<file path="src/rtl/ucore_cfg_loader.sv">
// Configuration sequencer for a ucore cfg chain: loads the inactive cache entry word by word,
// then issues a switch pulse once the fabric is idle. Optional feature macro: CFG_LOADER_PARITY_EN.
module ucore_cfg_loader #(
   parameter int CFG_WIDTH     = 64,
   parameter int NUM_UCORES    = 16,
   parameter int CACHE_ENTRIES = 2
) (
   input  logic                 clk,
   input  logic                 reset,
   input  logic                 start,
   input  logic [1:0]           start_entry,
   input  logic                 abort,
   input  logic                 word_valid,
   input  logic [CFG_WIDTH-1:0] word_data,
`ifdef CFG_LOADER_PARITY_EN
   input  logic                 word_parity,
`endif
   output logic                 word_ready,
   input  logic                 fabric_idle,
   output logic                 chain_en,
   output logic [CFG_WIDTH-1:0] chain_data,
   output logic                 cfg_switch,
   output logic [1:0]           switch_entry,
   output logic [1:0]           active_entry,
   output logic                 busy,
   output logic                 done,
   output logic                 err
);

   localparam int CW = $clog2(NUM_UCORES + 1);
   localparam logic [2:0]    ENTRY_LIMIT = 3'(CACHE_ENTRIES);
   localparam logic [CW-1:0] LAST_IDX    = CW'(NUM_UCORES - 1);
   localparam logic [CW-1:0] FULL_COUNT  = CW'(NUM_UCORES);

   typedef enum logic [1:0] {IDLE, LOAD, WAIT_IDLE, SWITCH} state_t;

   state_t          state, state_nx;
   logic [1:0]      tgt;
   logic [CW-1:0]   count;
   logic            accept;
   logic            word_ok;
   logic            start_ok;
   logic            start_bad;

   // A word is accepted whenever LOAD sees word_valid; word_ready depends on state alone.
   always_comb begin
      word_ready = (state == LOAD);
      accept     = word_valid && word_ready;
`ifdef CFG_LOADER_PARITY_EN
      word_ok    = (word_parity == ^word_data);
`else
      word_ok    = 1'b1;
`endif
      start_ok   = start && ({1'b0, start_entry} < ENTRY_LIMIT) && (start_entry != active_entry);
      start_bad  = start && !start_ok;
   end

   always_comb begin
      state_nx = state;
      case (state)
         IDLE:      if (start_ok) state_nx = LOAD;
         LOAD: begin
            // abort and a parity failure both outrank the last-word transition
            if (abort || (accept && !word_ok))       state_nx = IDLE;
            else if (accept && (count == LAST_IDX)) state_nx = WAIT_IDLE;
         end
         WAIT_IDLE: begin
            if (abort)            state_nx = IDLE;
            else if (fabric_idle) state_nx = SWITCH;
         end
         SWITCH:    state_nx = IDLE;
         default:   state_nx = IDLE;
      endcase
   end

   always_ff @(posedge clk) begin
      if (reset) begin
         state        <= IDLE;
         tgt          <= 2'd0;
         count        <= '0;
         active_entry <= 2'd0;
         chain_en     <= 1'b0;
         chain_data   <= '0;
         err          <= 1'b0;
      end else begin
         state    <= state_nx;
         chain_en <= accept && word_ok;
         err      <= ((state == IDLE) && start_bad) || (accept && !word_ok);
         if (accept && word_ok)
            chain_data <= {tgt, word_data[CFG_WIDTH-3:0]};
         if ((state == IDLE) && start_ok) begin
            tgt   <= start_entry;
            count <= '0;
         end else if (accept && (count != FULL_COUNT)) begin
            count <= count + 1'b1;
         end
         if (state == SWITCH)
            active_entry <= tgt;
      end
   end

   always_comb begin
      cfg_switch   = (state == SWITCH);
      done         = (state == SWITCH);
      switch_entry = (state == SWITCH) ? tgt : 2'd0;
      busy         = (state != IDLE);
   end

endmodule

</file>
<file path="config.mk">
export PLATFORM = sky130hd
export DESIGN_NAME = ucore_cfg_loader
export DESIGN_NICKNAME = d
export VERILOG_FILES = /design/src/rtl/ucore_cfg_loader.sv
export SDC_FILE = /design/constraint.sdc
export NUM_CORES = 1
export LEC_CHECK = 0
export BUFFER_PORTS_ARGS = -buffer_cell sky130_fd_sc_hd__buf_2
export CORE_ASPECT_RATIO = 0.9
export CORE_UTILIZATION = 48
export DETAILED_ROUTE_END_ITERATION = 8
export GPL_TIMING_DRIVEN = 0
export PLACE_DENSITY = 0.92
export SYNTH_ARGS = -nofsm -noshare
export SYNTH_HDL_FRONTEND = slang
export SYNTH_SLANG_ARGS = --single-unit
</file>
<file path="constraint.sdc">
create_clock -name clk -period 2.87 [get_ports clk]
set_clock_uncertainty 0.1 [all_clocks]
set_input_delay 0.574 -clock clk [delete_from_list [all_inputs] [get_ports clk]]
set_output_delay 0.574 -clock clk [all_outputs]
set_load 0.005 [all_outputs]
</file>
==> results of run 1 <==
state kept, by name (all words and copies together), names as in the netlist:
register,flops
active_entry,2
err,1
chain_en,1
state,2
tgt,2
count,5
chain_data,64
worst max path at each step:
stage,startpoint,end,depth (start not counted)
after CTS,state[0],done,4
after floorplan,start_entry[0],count[4],4
after detailed placement,start_entry[0],count[4],5
after global routing,state[0],switch_entry[1],3
after global placement,start_entry[0],count[4],5
final,state[0],done,4
metrics by stage:
step	utilization	power, W	area [um^2]	setup slack (ns)	instances
after floorplan	-	0.00118	2820	1.39	345
after global placement	0.639	0.00125	3620	1.13	557
after detailed placement	0.639	0.00126	3620	1.08	557
after CTS	0.679	0.00215	3840	0.913	573
after global routing	0.679	0.00222	3840	0.815	573
final	0.679	0.00213	3840	0.936	573
worst reg2reg max path: stages, from the launching register on:
cell and delay (ns):
dfxtp_1 0.40, ha_1 0.21, and3_1 0.17, ha_1 0.19, nand2_1 0.07, a22oi_1 0.18
o21a_1 0.13, nor2_1 0.03
Yosys cell counts, drive strengths merged, types with 2 or more instances:
cell,count,area [um^2]
nand2,133,499
dfxtp,77,1540
a21oi,68,340
buf,13,115
nor2,12,47.6
clkbuf,10,37.5
inv,5,18.8
ha,3,37.5
and3,2,12.5
nand3b,2,18.8
nor4b,2,17.5
o21ai,2,10.0
xor2,2,17.5
kinds of logic after synthesis:
kind of cell,count (synthesis),synth area share
xor gates and xnor gates,3,0.00932
DFF,77,0.547
adders and majority gates,3,0.0133
and+or+nand+nor,159,0.231
AOI/OAI and AO/OA,74,0.135
muxes,1,0.00355
buffers and inverters,28,0.0608
metal layers:
layer / share of wire / up-vias / GRT usage
met3: 0.073 / 8 / 0.0945
li1: - / 1416 / -
met5: 0 / - / 0
met4: 0.0069 / 0 / 0.0862
met1: 0.41 / 1275 / 0.242
met2: 0.51 / 99 / 0.422
layout make-up:
cell class,instances,area [um^2]
Tap cell,70,87.6
Multi-Input combinational cell,240,1110
Clock buffer,10,138
Buffer,23,153
Inverter,5,18.8
Clock inverter,6,86.3
Timing Repair Buffer,142,711
Sequential cell,77,1540
Fill cell,484,1820
layout by cell type (no fill, tap or decap), types with 2 or more instances in the layout:
cell and count:
bufinv_16 2, buf_4 5, clkbuf_8 10, nor2_1 11, ha_1 3, nor4b_1 2
clkinv_2 2, buf_2 144, and3_1 2, a21oi_1 68, nand2_1 133, xor2_1 2
inv_1 5, buf_6 6, clkbuf_1 10, dfxtp_1 77
power by group:
group | total, W | internal (W) | switching (W) | leakage (nW)
Combinational | 0.000137 | 0.0000673 | 0.0000697 | 1.03
Clock | 0.000893 | 0.000511 | 0.000382 | 0.112
Sequential | 0.00109 | 0.00109 | 0.00000937 | 0.622
==> qor.txt, run 1 <==
Status: complete, no violations
Worst Setup Path Type: register to output port
RSZ-0062 raised after global routing: no
Drt pass-1 iters: 4
Hold bufs inserted after CTS: 0
Port Buf Inserts: 142
# Max-Cap Violations: 0
Worst hold margin: 0.308 ns
Synthesis-stage register bit count: 77
Core Area: 5660 um^2
Avg Inst Size Synth: 8.17 um^2
Via Count: 2798
Number of global-route vias before repair: 2547
Critical path data arrival time: 1.26 ns
Setup TNS: 0 ns
Final hold violation count: 0
Delay-heaviest family, CP: flip-flops
Initial antenna violation count: 0
Die Area: 6180 um^2
Power Dens Cells: 553 nW/um^2
P_leak: 1.77 nW
Die width: 82.8 um
Seq/Total Area, Yosys: 0.547
Pin count of the biggest net entering global routing: 14
Worst r2r dst: state[0]
Fin. max-slew vios: 0
CP Capture Type: output port
H-Tree Depth: 3
Boundary pin count: 146
Post-synth EDFFs: 0
Hold path depth: 2
CTS tree: built
Std-Cell Rows: 26
Worst Hold Class: input port to register
Post-CTS Setup Inserts: 0
Worst Setup Start Kind: register
Grt total ovfl: 0
Synth unique cells: 32
First-pass GRT wire length: 10.7 mm
Max rail drop VDD: 0.370 mV
CP Buf/Inv Count: 3
Avg WL per Cell: 12.3 um
Clock tree sinks: 77
Clock transition at the registers of the reported paths: 0.08 ns
Ys flop type: dfxtp_1
Max Freq: 517 MHz
Max Root-Sink Buffers: 2
Slew HR: 0.666
Die Ht: 74.7 um
Clk_lat worst skew: 0.34 ns
N_diodes: 0
CTS buffer count: 9
Routed Antenna Nets: 0
Yosys warns: 0
Final min period: 1.93 ns
Final wirelength: 7.06 mm
Post_cts resized: 0
DRC viols: 0
Total track usage: 0.233
Reg2Reg Setup Slack: 1.27 ns
R2r worst-path depth: 7
Hold Path Sink: state[1]
Post-DP HPWL: 5.39 mm
Ys async rst share: 0
Root buf cell: clkbuf_8
Slowest-stage cell, CP: dfxtp_1
Initial Util: 0.498
Initial drt markers: 90
Vias per cell: 4.88
Crit-path max cell delay: 0.47 ns
Syn nets: 420
Cell count after synthesis: 345
Post-Syn Area: 2820 um^2
Final setup vio count: 0
GPL Wtd Cong: 0.782
Crit path max fanout: 8
Fraction of layout cells with a size suffix above 1: 0.346
Worst Path Required: 2.20 ns
Worst hold path startpoint: abort
Crit path cell chain: nand2_1 -> inv_1 -> buf_4 -> buf_2
Fin nets: 573
Part of the cycle the worst path needs: 0.674
R2r startpoint: count[0]
Layout area overhead: 36.3%
Slew @ Worst Pin: 0.501 ns
Power figures use the tool's default switching activity.
==> run 2: changes to the inputs <==
CORE_UTILIZATION = 45   (was 48)
PLACE_DENSITY = 0.88   (was 0.92)
clock period = 2 ns   (was 2.87 ns; I/O delays follow)
==> qor.txt, run 2 (synthesis gave the netlist of run 1 again) <==
Max FFs per register: 64 (unchanged)
Die Ht: 77.1 um (+3.2%)
Status: complete, no violations
# Max-Cap Violations: 0 (unchanged)
Worst Hold Class: input port to register
Slowest-stage cell, CP: dfxtp_1
Worst Setup Path Type: register to output port
Fin. max-slew vios: 0 (unchanged)
Post_cts resized: 0 (unchanged)
Max Root-Sink Buffers: 2 (unchanged)
Core Area: 5860 um^2 (+3.4%)
DRC viols: 0 (unchanged)
P_leak: 1.75 nW (-0.78%)
Final setup vio count: 0 (unchanged)
Delay-heaviest family, CP: flip-flops
CTS buffer count: 9 (unchanged)
Total track usage: 0.221 (-0.0118)
Worst Path Required: 1.50 ns (-0.70 ns)
Max Freq: 559 MHz
Crit path max fanout: 8 (unchanged)
GPL Wtd Cong: 0.874 (+12%)
Final wirelength: 7.10 mm (+0.50%)
Post-DP HPWL: 5.22 mm (-3.2%)
Setup slack after placement: 0.376 ns (-0.707 ns)
Most frequent cells in the layout: buf_2 (144), nand2_1 (133), dfxtp_1 (77), a21oi_1 (68)
Die Area: 6590 um^2 (+6.5%)
Port Buf Inserts: 142 (unchanged)
Final hold violation count: 0 (unchanged)
Crit-path max cell delay: 0.45 ns (-0.02 ns)
Slew @ Worst Pin: 0.485 ns (-0.0161 ns)
Boundary pin count: 146 (unchanged)
Crit path cell chain: nand2_1 -> nor2_1 -> buf_2
Fin nets: 573 (unchanged)
Hold bufs inserted after CTS: 0 (unchanged)
Critical path depth: 3 (-1)
Final WS setup: 0.211 ns (-0.725 ns)
Root buf cell: clkbuf_8
R2r startpoint: count[0]
Clk_lat worst skew: 0.34 ns (about the same)
Drt pass-1 iters: 4 (unchanged)
H-Tree Depth: 3 (unchanged)
Reg2Reg Setup Slack: 0.39 ns (-0.88 ns)
Worst Setup Start Kind: register
Commonest non-fill, non-tap cell in the layout: buf_2
RSZ-0062 raised after global routing: no
Max rail drop VDD: 0.435 mV (+17%)
Std-Cell Rows: 26 (unchanged)
CP Capture Type: output port
Worst r2r dst: state[0]
Initial Util: 0.481 (-0.0166)
R2r worst-path depth: 7 (unchanged)
Critical path data arrival time: 1.29 ns (+0.03 ns)
Vias per cell: 4.81 (-1.4%)
Core Util, Final: 0.654 (-0.0241)
Storage cell area: 1540 um^2 (unchanged)
First-pass GRT wire length: 11.4 mm (+6.4%)
Post-CTS Setup Inserts: 0 (unchanged)
Final min period: 1.79 ns
Worst setup path endpoint: switch_entry[1]
CP Buf/Inv Count: 1 (-2)
Largest Register: chain_data
Crit path from: state[0]
Fraction of layout cells with a size suffix above 1: 0.344 (-0.00199)
Layout area overhead: 36.0%
Part of the cycle the worst path needs: 0.895
Multi-input logic area: 1110 um^2 (unchanged)
N_diodes: 0 (unchanged)
Setup TNS: 0 ns (unchanged)
Die width: 85.4 um (+3.2%)
Grt total ovfl: 0 (unchanged)
Power Dens Cells: 790 nW/um^2 (+43%)
Fill cell count: 507 (+4.8%)
Slew HR: 0.677 (+0.0107)
Initial antenna violation count: 0 (unchanged)
Number of global-route vias before repair: 2590 (+1.7%)
CTS tree: built
Via Count: 2758 (-1.4%)
Clock tree sinks: 77 (unchanged)
Initial drt markers: 103 (+14%)
Clock transition at the registers of the reported paths: 0.07 ns (about the same)
Avg WL per Cell: 12.4 um (+0.50%)
Regs by FF count: chain_data (64), count (5)
Routed Antenna Nets: 0 (unchanged)
Pin count of the biggest net entering global routing: 14 (unchanged)
-- run 2: cell count changes in the layout (fill, tap and decap cells not counted), sizes merged --
cell / before / now
clkinv: 3 / 1
clkinvlp: 1 / 3
-- run 2: worst register-to-register path, cell delays in order (launching register included) --
cell	delay [ns]
dfxtp_1	0.40
ha_1	0.21
and3_1	0.18
ha_1	0.18
nand2_1	0.06
a22oi_1	0.19
o21a_1	0.14
nor2_1	0.03
-- run 2: power by group --
group	internal (W)	leakage, nW	switching (W)	total, W
Clock	0.000700	0.0985	0.000558	0.00126
Sequential	0.00156	0.622	0.0000130	0.00157
Combinational	0.0000966	1.03	0.000100	0.000197
Total	0.00235	1.75	0.000672	0.00303
-- run 2: final cells by class --
cell class | instances | area share
plain buffers | 23 | 0.0398
clock buffers | 10 | 0.0333
clock inverters | 6 | 0.0229
inverters | 5 | 0.00490
multi-input cells | 240 | 0.289
flip-flops and latches | 77 | 0.402
well taps | 70 | 0.0229
repair buffers | 142 | 0.185
-- run 2: worst min-delay path by stage --
stage	from	to	slack [ns]	cells after the start
floorplan	tgt[1]	tgt[1]	0.33	2
global placement	chain_data[4]	chain_data[4]	0.34	2
detailed placement	chain_data[8]	chain_data[8]	0.34	2
CTS	abort	state[1]	0.12	2
global route	abort	state[1]	0.12	2
finish	abort	state[1]	0.14	2
-- run 2: routing by layer --
metal  vias to the layer above  part of all wire  GRT usage
met5                         -                 0          0
met4                         0             0.018      0.108
met3                        12             0.063     0.0710
met2                       104              0.49      0.392
met1                      1219              0.43      0.235
li1                       1423                 -          -
-- run 2: metrics by stage --
step | std cells | hold slack, ns | power (W) | area, um^2
final | 573 | 0.142 | 0.00303 | 3830
after global routing | 573 | 0.119 | 0.00314 | 3830
after CTS | 573 | 0.118 | 0.00306 | 3830
after detailed placement | 557 | 0.343 | 0.00180 | 3620
after global placement | 557 | 0.339 | 0.00180 | 3620
after floorplan | 345 | 0.331 | 0.00169 | 2820
==> run 3: changes to the inputs <==
ABC_AREA = 1   (was not set)
CORE_MARGIN = 8   (was not set)
PLACE_DENSITY = 0.87   (was 0.88)
==> qor.txt, run 3 <==
Status: complete, no violations
Worst Setup Start Kind: register
Power Dens Cells: 1010 nW/um^2 (+28%)
Clk_lat worst skew: 0.33 ns (about the same)
Delay-heaviest family, CP: flip-flops
Fin nets: 604 (+5.4%)
Clock transition at the registers of the reported paths: 0.08 ns (about the same)
Fraction of layout cells with a size suffix above 1: 0.320 (-0.0237)
DRC viols: 0 (unchanged)
Area share of fa/ha/maj cells after synthesis: 0.0131 (-0.000175)
Max Root-Sink Buffers: 2 (unchanged)
Post-synthesis xor/xnor area fraction: 0.00307 (-0.00625)
Part of the cycle the worst path needs: 0.899 (+0.00394)
Initial drt markers: 118 (+15%)
Initial Util: 0.467 (-0.0143)
Largest family of logic cells by synthesized area: simple AND/OR/NAND/NOR gates
Avg WL per Cell: 13.1 um (+5.8%)
Crit path cell chain: nand2_1 -> inv_1 -> buf_4 -> buf_2
Top cell type's share of synthesized area: 0.540 (-0.00719)
Vias per cell: 4.75 (-1.4%)
Post-synthesis simple-gate area fraction: 0.247 (+0.0154)
Number of global-route vias before repair: 2907 (+12%)
Max Freq: 556 MHz (-0.44%)
Commonest non-fill, non-tap cell in the layout: buf_2
Clock tree sinks: 77 (unchanged)
Initial antenna violation count: 0 (unchanged)
Mux cell area share after synthesis: 0 (-0.00355)
Clock network power share: 0.319 (-0.097)
Comb power frac: 0.226 (+0.161)
NetSw: 0.00117 W (+74%)
Post-synth EDFFs: 0 (unchanged)
Total power: 0.00395 W (+30%)
Max FFs per register: 64 (unchanged)
Layout area overhead: 36.4%
Switching portion of total power: 0.297 (+0.0746)
Avg Inst Size Synth: 7.62 um^2 (-6.8%)
Top-count cell post-synth: nand2_1
Final hold violation count: 0 (unchanged)
Grt total ovfl: 0 (unchanged)
CTS tree: built
Post-CTS Setup Inserts: 0 (unchanged)
Die Area: 9160 um^2 (+39%)
Regs by FF count: chain_data (64), count (5)
Post-DP HPWL: 6.24 mm (+20%)
Worst Path Required: 1.50 ns (about the same)
Seq/Total Area, Yosys: 0.540 (-0.00719)
Multi-input logic area: 1140 um^2 (+2.7%)
Core Area: 6110 um^2 (+4.4%)
CTS buffer count: 9 (unchanged)
Final min period: 1.80 ns (+0.00788 ns)
Pin count of the biggest net entering global routing: 14 (unchanged)
H-Tree Depth: 3 (unchanged)
Largest cells by area after synthesis: dfxtp_1 (54%), nand2_1 (19%), a21oi_1 (12%)
Post-synthesis compound-gate area fraction: 0.135 (about the same)
Final setup vio count: 0 (unchanged)
Yosys warns: 0 (unchanged)
# Max-Cap Violations: 0 (unchanged)
Ys flop type: dfxtp_1
Via Count: 2947 (+6.9%)
Post-Syn Area: 2860 um^2 (+1.3%)
Die width: 100 um (+17%)
P_leak: 1.82 nW (+4.0%)
Port Buf Inserts: 143 (+0.70%)
Slew @ Worst Pin: 0.556 ns (+0.0711 ns)
Fill cell count: 558 (+10%)
Synth area leader: dfxtp_1
Synth unique cells: 21 (-34%)
Syn nets: 450 (+7.1%)
Synthesis-stage register bit count: 77 (unchanged)
N_diodes: 0 (unchanged)
Slowest-stage cell, CP: dfxtp_1
Max rail drop VDD: 0.597 mV (+37%)
Crit path max fanout: 5 (-3)
Slew HR: 0.629 (-0.0474)
Cell count after synthesis: 375 (+8.7%)
Boundary pin count: 146 (unchanged)
Register share of total power: 0.455 (-0.064)
Root buf cell: clkbuf_8
RSZ-0062 raised after global routing: no
Ys async rst share: 0 (unchanged)
Worst Setup Path Type: register to output port
Storage cell area: 1540 um^2 (unchanged)
Std-Cell Rows: 27 (+3.8%)
Internal Pwr Total: 0.00278 W (+18%)
Die Ht: 91.6 um (+19%)
Final wirelength: 8.14 mm (+15%)
GPL Wtd Cong: 0.811 (-7.3%)
Fin. max-slew vios: 0 (unchanged)
Worst Hold Class: input port to register
Largest Register: chain_data
Hold bufs inserted after CTS: 0 (unchanged)
Most frequent cells in the layout: buf_2 (148), nand2_1 (145), dfxtp_1 (77), a21oi_1 (69), nor2_1 (20)
Post_cts resized: 0 (unchanged)
CP Capture Type: output port
Critical path data arrival time: 1.30 ns (about the same)
Drt pass-1 iters: 4 (unchanged)
Post-synth top cells: nand2_1 (145), dfxtp_1 (77), a21oi_1 (69), nor2_1 (20), inv_1 (16)
CP Buf/Inv Count: 3 (+2)
Setup TNS: 0 ns (unchanged)
Total track usage: 0.174 (-0.0469)
Routed Antenna Nets: 0 (unchanged)
First-pass GRT wire length: 13.1 mm (+15%)
Crit-path max cell delay: 0.45 ns (about the same)
==> run 3: cells by family (layout without fill, tap and decap cells) <==
group | after synthesis | count (layout)
buf+inv | 39 | 198
fa+ha+maj | 3 | 3
flops | 77 | 77
compound gates | 76 | 76
simple gates | 179 | 179
xor+xnor | 1 | 1
==> run 3: final cells by class <==
type | count | share of cell area
Tap cell | 87 | 0.0279
Clock inverter | 5 | 0.0218
Multi-Input combinational cell | 259 | 0.291
Inverter | 18 | 0.0173
Buffer | 21 | 0.0286
Clock buffer | 11 | 0.0337
Timing Repair Buffer | 143 | 0.184
Sequential cell | 77 | 0.396
==> run 3: power by group through the flow <==
stage / combinational [W] / sequential (W) / clock [W]
3_5_place_dp: 0.000896 / 0.00183 / 0
5_1_grt: 0.00101 / 0.00182 / 0.00134
3_3_place_gp: 0.000869 / 0.00182 / 0
6_report: 0.000891 / 0.00180 / 0.00126
2_1_floorplan: 0.000498 / 0.00184 / 0
4_1_cts: 0.000898 / 0.00180 / 0.00130
==> run 3: metrics by stage <==
stage	hold WS [ns]	std cells	setup WS [ns]	utilization	instance area (um^2)
4_1_cts	0.181	621	0.189	0.637	3900
3_5_place_dp	0.352	605	0.266	0.602	3680
5_1_grt	0.187	621	0.127	0.637	3900
2_1_floorplan	0.337	375	0.573	-	2860
3_3_place_gp	0.348	605	0.336	0.602	3680
6_report	0.206	621	0.203	0.637	3900
==> run 3: routing by layer <==
metal  track usage  part of all wire
met4        0.0566            0.0096
met3        0.0740              0.10
met1         0.183              0.41
met5             0                 0
met2         0.306              0.48
==> run 3: worst min-delay path: cells and delay by family <==
family | cells | cell delay [ns]
buffers and inverters | 1 | 0.09
AO/OA/AOI/OAI | 1 | 0.05
AND/OR/NAND/NOR | 1 | 0.05
==> run 3: final timing paths <==
path	cells after the start	slack, ns	endpoint	start
worst max-delay path	4	0.20	done	state[1]
worst min-delay path	3	0.21	chain_data[21]	word_data[21]
worst max register to register	11	0.37	state[1]	count[0]
worst min register to register	2	0.36	chain_data[51]	chain_data[51]
